<file path="src/rtl/ysyx_22050854_ifu.sv">
// Instruction fetch unit: keeps one fetch in flight, buffers one word while ID stalls,
// and follows redirects from the PC unit by dropping stale responses.
module ysyx_22050854_ifu #(
  parameter logic [31:0] RESET_PC = 32'h8000_0000
) (
  input  logic        clock,
  input  logic        reset,
  input  logic        jump,
  input  logic [31:0] next_pc,
  input  logic        Data_Conflict,
  input  logic        suspend,
  output logic        imem_req_valid,
  output logic [31:0] imem_req_addr,
  input  logic        imem_req_ready,
  input  logic        imem_rsp_valid,
  input  logic [31:0] imem_rsp_data,
  output logic        IDreg_valid,
  output logic [31:0] IDreg_pc,
  output logic [31:0] IDreg_inst
);

  typedef enum logic [1:0] {S_REQ, S_WAIT, S_HELD} state_t;

  state_t      state;
  state_t      state_next;
  logic [31:0] fetch_addr;
  logic [31:0] buf_inst;
  logic        discard;

  logic        consume;
  logic        redirect;
  logic        req_fire;
  logic        id_free;
  logic        id_load;
  logic [31:0] id_load_inst;

  assign consume  = IDreg_valid & ~Data_Conflict & ~suspend;
  assign redirect = consume & (jump | (next_pc != fetch_addr));
  assign req_fire = imem_req_valid & imem_req_ready;
  assign id_free  = ~IDreg_valid | consume;

  // NOTE: sequential state uses non-blocking assignments so every register
  // in the design samples pre-edge values, independent of block ordering.
  always_ff @(posedge clock) begin
    if (reset) state <= S_REQ;
    else       state <= state_next;
  end

  always_comb begin
    state_next = state;
    case (state)
      S_REQ:   if (req_fire) state_next = S_WAIT;
      S_WAIT:  if (imem_rsp_valid)
                 state_next = (discard | redirect | id_free) ? S_REQ : S_HELD;
      S_HELD:  if (consume) state_next = S_REQ;
      default: state_next = S_REQ;
    endcase
  end

  // NOTE: every signal driven here gets a default first, so no latch is inferred.
  always_comb begin
    imem_req_valid = (state == S_REQ);
    imem_req_addr  = fetch_addr;
    id_load        = 1'b0;
    id_load_inst   = imem_rsp_data;
    case (state)
      S_WAIT:  id_load = imem_rsp_valid & ~discard & ~redirect & id_free;
      S_HELD: begin
        id_load      = consume & ~redirect;
        id_load_inst = buf_inst;
      end
      default: ;
    endcase
  end

  // A load and a redirect never coincide: a load requires the redirect to be absent.
  always_ff @(posedge clock) begin
    if (reset) begin
      fetch_addr  <= RESET_PC;
      discard     <= 1'b0;
      buf_inst    <= '0;
      IDreg_valid <= 1'b0;
      IDreg_pc    <= '0;
      IDreg_inst  <= '0;
    end else begin
      if (id_load) begin
        IDreg_valid <= 1'b1;
        IDreg_pc    <= fetch_addr;
        IDreg_inst  <= id_load_inst;
      end else if (consume) begin
        IDreg_valid <= 1'b0;
      end

      if (redirect)     fetch_addr <= next_pc;
      else if (id_load) fetch_addr <= fetch_addr + 32'd4;

      case (state)
        S_REQ:   if (redirect & req_fire) discard <= 1'b1;
        S_WAIT: begin
          // The in-flight word was fetched for the old path once a redirect is seen.
          if (imem_rsp_valid)  discard <= 1'b0;
          else if (redirect)   discard <= 1'b1;
          if (imem_rsp_valid & ~discard & ~redirect & ~id_free) buf_inst <= imem_rsp_data;
        end
        default: ;
      endcase
    end
  end

endmodule

</file>
<file path="config.mk">
export PLATFORM = sky130hd
export DESIGN_NAME = ysyx_22050854_ifu
export DESIGN_NICKNAME = d
export VERILOG_FILES = /design/src/rtl/ysyx_22050854_ifu.sv
export SDC_FILE = /design/constraint.sdc
export NUM_CORES = 1
export LEC_CHECK = 0
export ABC_AREA = 1
export CAP_MARGIN = 20
export CORE_MARGIN = 5
export CORE_UTILIZATION = 48
export CTS_CLUSTER_SIZE = 30
export DETAILED_ROUTE_END_ITERATION = 7
export PLACE_DENSITY = 0.78
export SLEW_MARGIN = 0
export SYNTH_ARGS = -nofsm -noshare
export SYNTH_HDL_FRONTEND = slang
export SYNTH_SLANG_ARGS = --single-unit
export TNS_END_PERCENT = 5
</file>
<file path="constraint.sdc">
create_clock -name clock -period 3.5 [get_ports clock]
set_input_delay 0.35 -clock clock [delete_from_list [all_inputs] [get_ports clock]]
set_output_delay 0.35 -clock clock [all_outputs]
set_load 0.01 [all_outputs]
</file>
==> reports/results.md <==
| Result | This run |
|---|---|
| Status | complete, no violations |
| Worst setup path category | reg -> reg |
| Slowest stage cell on the critical path | sky130_fd_sc_hd__dfxtp_1 |
| Hold violation total from the final report | 0 |
| Die boundary width | 130 µm |
| Number of cells on the critical path | 16 |
| Clock tree from TritonCTS | built |
| Highest attainable clock frequency | 401 MHz |
| Average cell area after synthesis | 6.47 µm² |
| Area delta synth->final | 32.7% |
| Most frequent standard cell in the layout excluding fill and tap cells | sky130_fd_sc_hd__nand2_1 |
| Cell taking the most area after synthesis | sky130_fd_sc_hd__dfxtp_1 |
| Via-per-instance ratio | 4.99 |
| Overall power consumption | 4.83 mW |
| Num ports | 169 |
| Final setup skew | 0.00901 ns |
| Number of nets with antenna violations after detailed routing | 0 |
| Detailed-route DRC error count | 0 |
| Sort of element at the start of the critical path | flop |
| Count of final setup violators | 0 |
| Number of hold buffers added after cts | 0 |
| Crit path to | buf_inst[19]$_SDFFE_PP0P_ |
| Cts repair resizes | 0 |
| TritonCTS Buffers | 17 |
| RR Endpoint | buf_inst[19]$_SDFFE_PP0P_ |
| Global-route wire length before repair | 31.4 mm |
| Register area share after synthesis | 38.4% |
| Wire length per cell after detailed routing | 13.8 µm |
| Clock transition at the register clock pins on the worst setup and hold paths after CTS | 0.06 ns |
| Pins Over Slew Limit | 0 |
| Pin count of the biggest net entering global routing | 67 |
| Number of rows in the core area | 43 |
| Data required time of the critical path | 3.78 ns |
| Core region area | 14000 µm² |
| Setup repair after global routing missed its margin | no |
| Total vias in the final route | 6916 |
| Startpoint of the lowest-slack register-to-register path | imem_req_addr[9]$_SDFFE_PP0P_ |
| Yosys cell types | 35 |
| Fraction of the core area covered by cells at the end of the flow | 65.3% |
| Class of the worst hold path | reg -> reg |
| Highest net fanout along the worst path | 61 |
| Commonest register cell after synthesis | sky130_fd_sc_hd__dfxtp_1 |
| Slew at the pin closest to its max-slew limit | 1.03 ns |
| Tot GR Track Use | 23.1% |
| Share of cells above drive strength 1 | 5.47% |
| Cell breakdown of the critical path | inv_1 > nand2_1 > nand2_1 > inv_1 > nand2_1 > nor2_1 > nand2_1 > nor2_1 > nand3_2 > nand2_4 > nand3_2 > nor2_4 > buf_4 > nor2_1 > a21oi_1 > nor2_1 |
| Count of flip-flops with a built-in enable after synthesis | 0 |
| Clock period minus final worst setup slack | 2.50 ns |
| Setup TNS | 0 ns |
| Commonest non-fill, non-tap cells in the layout | sky130_fd_sc_hd__nand2_1 (257), sky130_fd_sc_hd__nor2_1 (199), sky130_fd_sc_hd__clkdlybuf4s50_1 (167), sky130_fd_sc_hd__dfxtp_1 (132), sky130_fd_sc_hd__o21ai_0 (103) |
| Antenna violations before repair | 0 |
| Power per cell area | 528 nW/µm² |
| Die area | 16800 µm² |
| Peak VDD IR | 318 µV |
| Worst Setup SP | imem_req_addr[9]$_SDFFE_PP0P_ |
| Detailed-route wire length | 19.2 mm |
| HPWL after DPL | 13.0 mm |
| Final Net Count | 1270 |
| Clock net sink count | 132 |
| Via count of the first global-routing pass | 6485 |
| Crit path max-delay family | simple AND/OR/NAND/NOR gates |
| Crit. End Element | flop |
| Worst R2R Setup Slack | 1.00 ns |
| Stage delay of the slowest cell on the critical path | 0.50 ns |
| Maximum number of buffers from clock root to sink | 2 |
| GRT Residual Overflow | 0 |
| Total standard cell area after synthesis | 6890 µm² |
| Share of flip-flops with an asynchronous set or reset after synthesis | 0% |
| Routability cong. | 0.876 |
| Length of the first detailed-routing pass in iterations | 5 |
| Area contributors post-synth | sky130_fd_sc_hd__dfxtp_1 (38%), sky130_fd_sc_hd__nand2_1 (14%), sky130_fd_sc_hd__nor2_1 (11%), sky130_fd_sc_hd__o21ai_0 (7.5%), sky130_fd_sc_hd__a21oi_1 (5.1%) |
| Number of inserted filler cells in the final layout | 1261 |
| Post-Syn Nets | 1140 |
| Initial core utilization | 49.2% |
| Part of the cycle the worst path needs | 71.3% |
| Number of standard cells after synthesis | 1065 |
| Area share of the largest cell type after synthesis | 38.4% |
| Chip Height | 130 µm |
| Htree depth | 4 |
| Max-Slew Margin vs Limit | 31.4% |
| Worst reg2reg path depth | 16 |
| Root Buffer | sky130_fd_sc_hd__clkbuf_16 |
| Latest clock arrival within the worst-skew pair | 0.42 ns |
| CP arrival | 2.78 ns |
| Number of DRC markers in iteration 0 | 444 |
| Buffers plus inverters on the worst setup path | 3 |
| Number of maximum-capacitance constraint violations | 0 |
| Number of inserted diodes | 0 |
| Leakage power total | 3.52 nW |
| Ys Warns | 0 |
| Number of flip-flops and latches in the synthesized netlist | 132 |
| Port-buffer cells | 168 |
| Number of post-CTS setup repair buffers | 0 |
-- synth_stat cells, types with 4 or more instances --
master,n
sky130_fd_sc_hd__xor2_1,18
sky130_fd_sc_hd__nand3_1,45
sky130_fd_sc_hd__a21oi_1,70
sky130_fd_sc_hd__ha_1,4
sky130_fd_sc_hd__buf_2,22
sky130_fd_sc_hd__buf_6,9
sky130_fd_sc_hd__dfxtp_1,132
sky130_fd_sc_hd__nor2_1,199
sky130_fd_sc_hd__buf_4,6
sky130_fd_sc_hd__clkbuf_1,25
sky130_fd_sc_hd__o21ai_1,10
sky130_fd_sc_hd__o21ai_0,103
sky130_fd_sc_hd__nor3_1,15
sky130_fd_sc_hd__inv_2,6
sky130_fd_sc_hd__xnor2_1,11
sky130_fd_sc_hd__nand4_1,9
sky130_fd_sc_hd__nand2_1,257
sky130_fd_sc_hd__inv_1,90
-- layout make-up --
cell class	instances	area [µm²]	share of cell area [%]
clock buffer	17	425	4.65
timing repair buffer	180	1790	19.6
inverter	99	372	4.07
clock inverter	14	199	2.18
tap	180	225	2.46
sequential	132	2640	28.9
multi-input combinational	765	3480	38.1
-- metrics by stage --
step	setup WS, ns	std cells	instance area [µm²]	hold WS (ns)
detailed placement	0.680	1356	8510	0.470
floorplan	1.51	1065	6890	0.474
CTS	0.973	1387	9140	0.484
finish	1.00	1387	9140	0.477
global placement	0.731	1356	8510	0.454
global route	0.662	1387	9140	0.498
-- metal layers --
| layer | up-vias | wire (µm) | track usage, % | share of wire, % |
|---|---|---|---|---|
| met3 | 12 | 1390 | 6.30 | 7.2 |
| met2 | 213 | 9120 | 38.5 | 48 |
| met1 | 3088 | 8520 | 29.8 | 44 |
| met4 | 0 | 143 | 5.62 | 0.75 |
| li1 | 3603 | - | - | - |
| met5 | - | 0 | 0 | 0 |
-- cells by family (layout without fill, tap and decap cells) --
group	count (synthesis)	count (layout)	synth area share [%]
AOI/OAI and AO/OA	186	186	13.6
muxes	3	3	0.436
adders and majority gates	4	4	0.727
xor gates and xnor gates	29	29	3.69
buffers and inverters	168	310	11.1
and+or+nand+nor	543	543	32.1
DFF	132	132	38.4
-- where the power goes --
part / leakage, nW / switching (mW) / total, mW / internal, mW
registers: 1.07 / 0.0817 / 1.74 / 1.66
clock network: 0.304 / 0.695 / 1.89 / 1.20
logic: 2.15 / 0.647 / 1.20 / 0.550
-- registers in the layout, indices dropped and copies added, names as in the netlist --
name and count:
imem_req_addr 32, IDreg_inst 32, discard 1, buf_inst 32
state 2, IDreg_valid 1, IDreg_pc 32
-- worst min-delay path, delay by kind of cell, from the launching register on --
kind | cells | cell delay (ns)
flops | 1 | 0.32
simple gates | 2 | 0.12
-- worst min path at each step --
stage | from | end | slack, ns | depth (start not counted)
global placement | IDreg_pc[2]$_SDFFE_PP0P_ | IDreg_pc[2]$_SDFFE_PP0P_ | 0.45 | 2
global route | IDreg_inst[27]$_SDFFE_PP0P_ | IDreg_inst[27]$_SDFFE_PP0P_ | 0.50 | 2
CTS | IDreg_inst[5]$_SDFFE_PP0P_ | IDreg_inst[5]$_SDFFE_PP0P_ | 0.48 | 2
finish | IDreg_inst[19]$_SDFFE_PP0P_ | IDreg_inst[19]$_SDFFE_PP0P_ | 0.48 | 2
floorplan | state[1]$_SDFFE_PP0P_ | state[1]$_SDFFE_PP0P_ | 0.47 | 2
detailed placement | IDreg_inst[0]$_SDFFE_PP0P_ | IDreg_inst[0]$_SDFFE_PP0P_ | 0.47 | 2
No activity file was read; power rests on OpenSTA's default activity.
==> RTL change (config.mk and constraints unchanged) <==
Make the reset (`reset`) asynchronous in 2 clocked blocks.
--- a/src/rtl/ysyx_22050854_ifu.sv
+++ b/src/rtl/ysyx_22050854_ifu.sv
@@ -41,7 +41,7 @@
 
   // NOTE: sequential state uses non-blocking assignments so every register
   // in the design samples pre-edge values, independent of block ordering.
-  always_ff @(posedge clock) begin
+  always_ff @(posedge clock or posedge reset) begin
     if (reset) state <= S_REQ;
     else       state <= state_next;
   end
@@ -74,7 +74,7 @@
   end
 
   // A load and a redirect never coincide: a load requires the redirect to be absent.
-  always_ff @(posedge clock) begin
+  always_ff @(posedge clock or posedge reset) begin
     if (reset) begin
       fetch_addr  <= RESET_PC;
       discard     <= 1'b0;
Check against the original RTL: differs if reset is asserted again (counterexample within 4 cycles, from zero or initial values and one cycle with reset high); with reset held inactive, the same outputs for 10 cycles.
==> RTL change against the unedited design <==
Wire length up 2.8%. Cell count is 8.4% lower. Worst setup slack worse by 290 ps. Global-route usage shrank 0.53 points. Sequential cell count unchanged. Sequential share of layout area rose by 5.3 points. Area after synthesis rose by 5.7%. Cell area is 5.6% higher. Maximum frequency is 10% lower.
Power is not compared: it rests on default switching activity, and its combinational part moved more than twofold at a synthesized area within 25%.
==> RTL change: results (changes against the unedited design) <==
| Metric | Value |
|---|---|
| Peak supply drop | `361.8 uV` |
| Share of cells above drive strength 1 | `0.1173 (+0.06259)` |
| Final cell count without fillers | `1271 (-8.4%)` |
| Clock transition at path regs | `60 ps (about the same)` |
| DRT Pass-1 Iters | `5 (unchanged)` |
| Clk Latency, worst-skew pair | `420 ps (about the same)` |
| Critical path's slowest cell | `buf_4` |
| Largest net degree at the start of global routing | `67 (unchanged)` |
| Crit-path max FO | `57 (-6.6%)` |
| Worst Path Arrival | `3080 ps (+300 ps)` |
| Internal | `4.812 mW` |
| Mapped Avg Cell Area | `7.976 um^2 (+23%)` |
| Clock skew | `10.59 ps (+1.581 ps)` |
| CTS Buf Count | `17 (unchanged)` |
| Post-DR vias/cell | `5.199 (+4.3%)` |
| Seq/Total Area, Yosys | `0.4538 (+0.07020)` |
| Post-CTS Repair Setup Buffers | `0 (unchanged)` |
| Antenna cells | `0 (unchanged)` |
| Synth warn | `0 (unchanged)` |
| Routed len/inst | `15.50 um (+12%)` |
| H-Tree Depth | `4 (unchanged)` |
| Relative slew margins | `0.3226 (+0.008657)` |
| Post-CTS Resized | `0 (unchanged)` |
| Synth cell types | `32 (-8.6%)` |
| PortBufs | `168 (unchanged)` |
| Global-route usage over all layers | `0.2254 (-0.005290)` |
| Routability Congestion | `0.8717 (-0.46%)` |
| Syn_nets | `988 (-13%)` |
| Fill cell count | `1302 (+3.3%)` |
| Pleak | `4.466 nW` |
| Nets@finish | `1145 (-9.8%)` |
| Clock Tree Buf Depth | `2 (unchanged)` |
| Number of global-route vias before repair | `6318 (-2.6%)` |
| Status | `finished, final reports clean` |
| CTS root buffer | `clkbuf_16` |
| DP Cell Count | `1239 (-8.6%)` |
| Initial detailed-routing violation count | `503 (+13%)` |
| Top cells by area, synth | `dfrtp_1 45%, nand2_1 17%, o21ai_2 7.0%, o21ai_0 4.6%, mux2i_1 4.4%` |
| R2R setup slack | `720 ps (-290 ps)` |
| Asr flop ratio synth | `1.000 (+1.000)` |
| Delay-heaviest family, CP | `buffers and inverters` |
| Dpl hpwl | `13.83 mm (+6.5%)` |
| WHS | `462.3 ps (-14.97 ps)` |
| Post-synth top cells | `339 x nand2_1, 131 x dfrtp_1, 67 x o21ai_0, 64 x inv_1, 58 x o21ai_2` |
| Initial antenna violation count | `0 (unchanged)` |
| Hold WC Path Type | `input pin to asynchronous set/reset pin` |
| First-pass GRT wire length | `32.63 mm (+3.9%)` |
[RTL change: per-layer routing]
layer	share of wire	GRT usage
met1	0.46	0.3208
met2	0.47	0.3488
met3	0.059	0.04418
met4	0.015	0.07314
met5	0	0
[RTL change: kinds of logic (layout without fill, tap and decap cells)]
logic type | Yosys count | count (layout) | synth area share
mux | 32 | 32 | 0.04399
flops | 132 | 132 | 0.4538
compound gates | 139 | 139 | 0.1275
xor+xnor | 23 | 23 | 0.02766
simple gates | 463 | 463 | 0.2565
fa+ha+maj | 4 | 4 | 0.006873
buf+inv | 120 | 290 | 0.08368
[RTL change: final timing paths]
check | cells past startpoint | start | endpoint
worst max-delay path | 15 | imem_req_addr[8] | imem_req_addr[3]
worst min-delay path | 2 | reset | IDreg_inst[26]
worst max register to register | 15 | imem_req_addr[8] | imem_req_addr[3]
worst min register to register | 2 | IDreg_pc[24] | IDreg_pc[24]
max in group asynchronous | 3 | reset | buf_inst[1]
min in group clock | 2 | IDreg_pc[24] | IDreg_pc[24]
[RTL change: per-stage QoR]
step           instance area [um^2]  worst slack [ps]  total power [mW]
3_3_place_gp                   9020             528.0             5.616
2_1_floorplan                  7286              1514             4.340
4_1_cts                        9654             757.1             7.635
5_1_grt                        9654             521.4             8.092
3_5_place_dp                   9020             461.0             5.705
6_report                       9654             716.8             7.578
[RTL change: final cells by class]
type	count	area [um^2]	area share
clock buffers	20	456.7	0.04730
repair buffers	184	1814	0.1879
clock inverters	12	177.7	0.01840
inverters	74	281.5	0.02916
well taps	188	235.2	0.02436
flip-flops and latches	132	3304	0.3423
multi-input cells	661	3385	0.3506
[RTL change: power by group through the flow]
stage	Combinational, mW	Sequential, mW	Clock (mW)
after CTS	3.08	2.62	1.93
after global routing	3.38	2.72	2.00
after detailed placement	3.06	2.64	0
after global placement	3.00	2.62	0
final	3.04	2.63	1.90
after floorplan	1.61	2.73	0
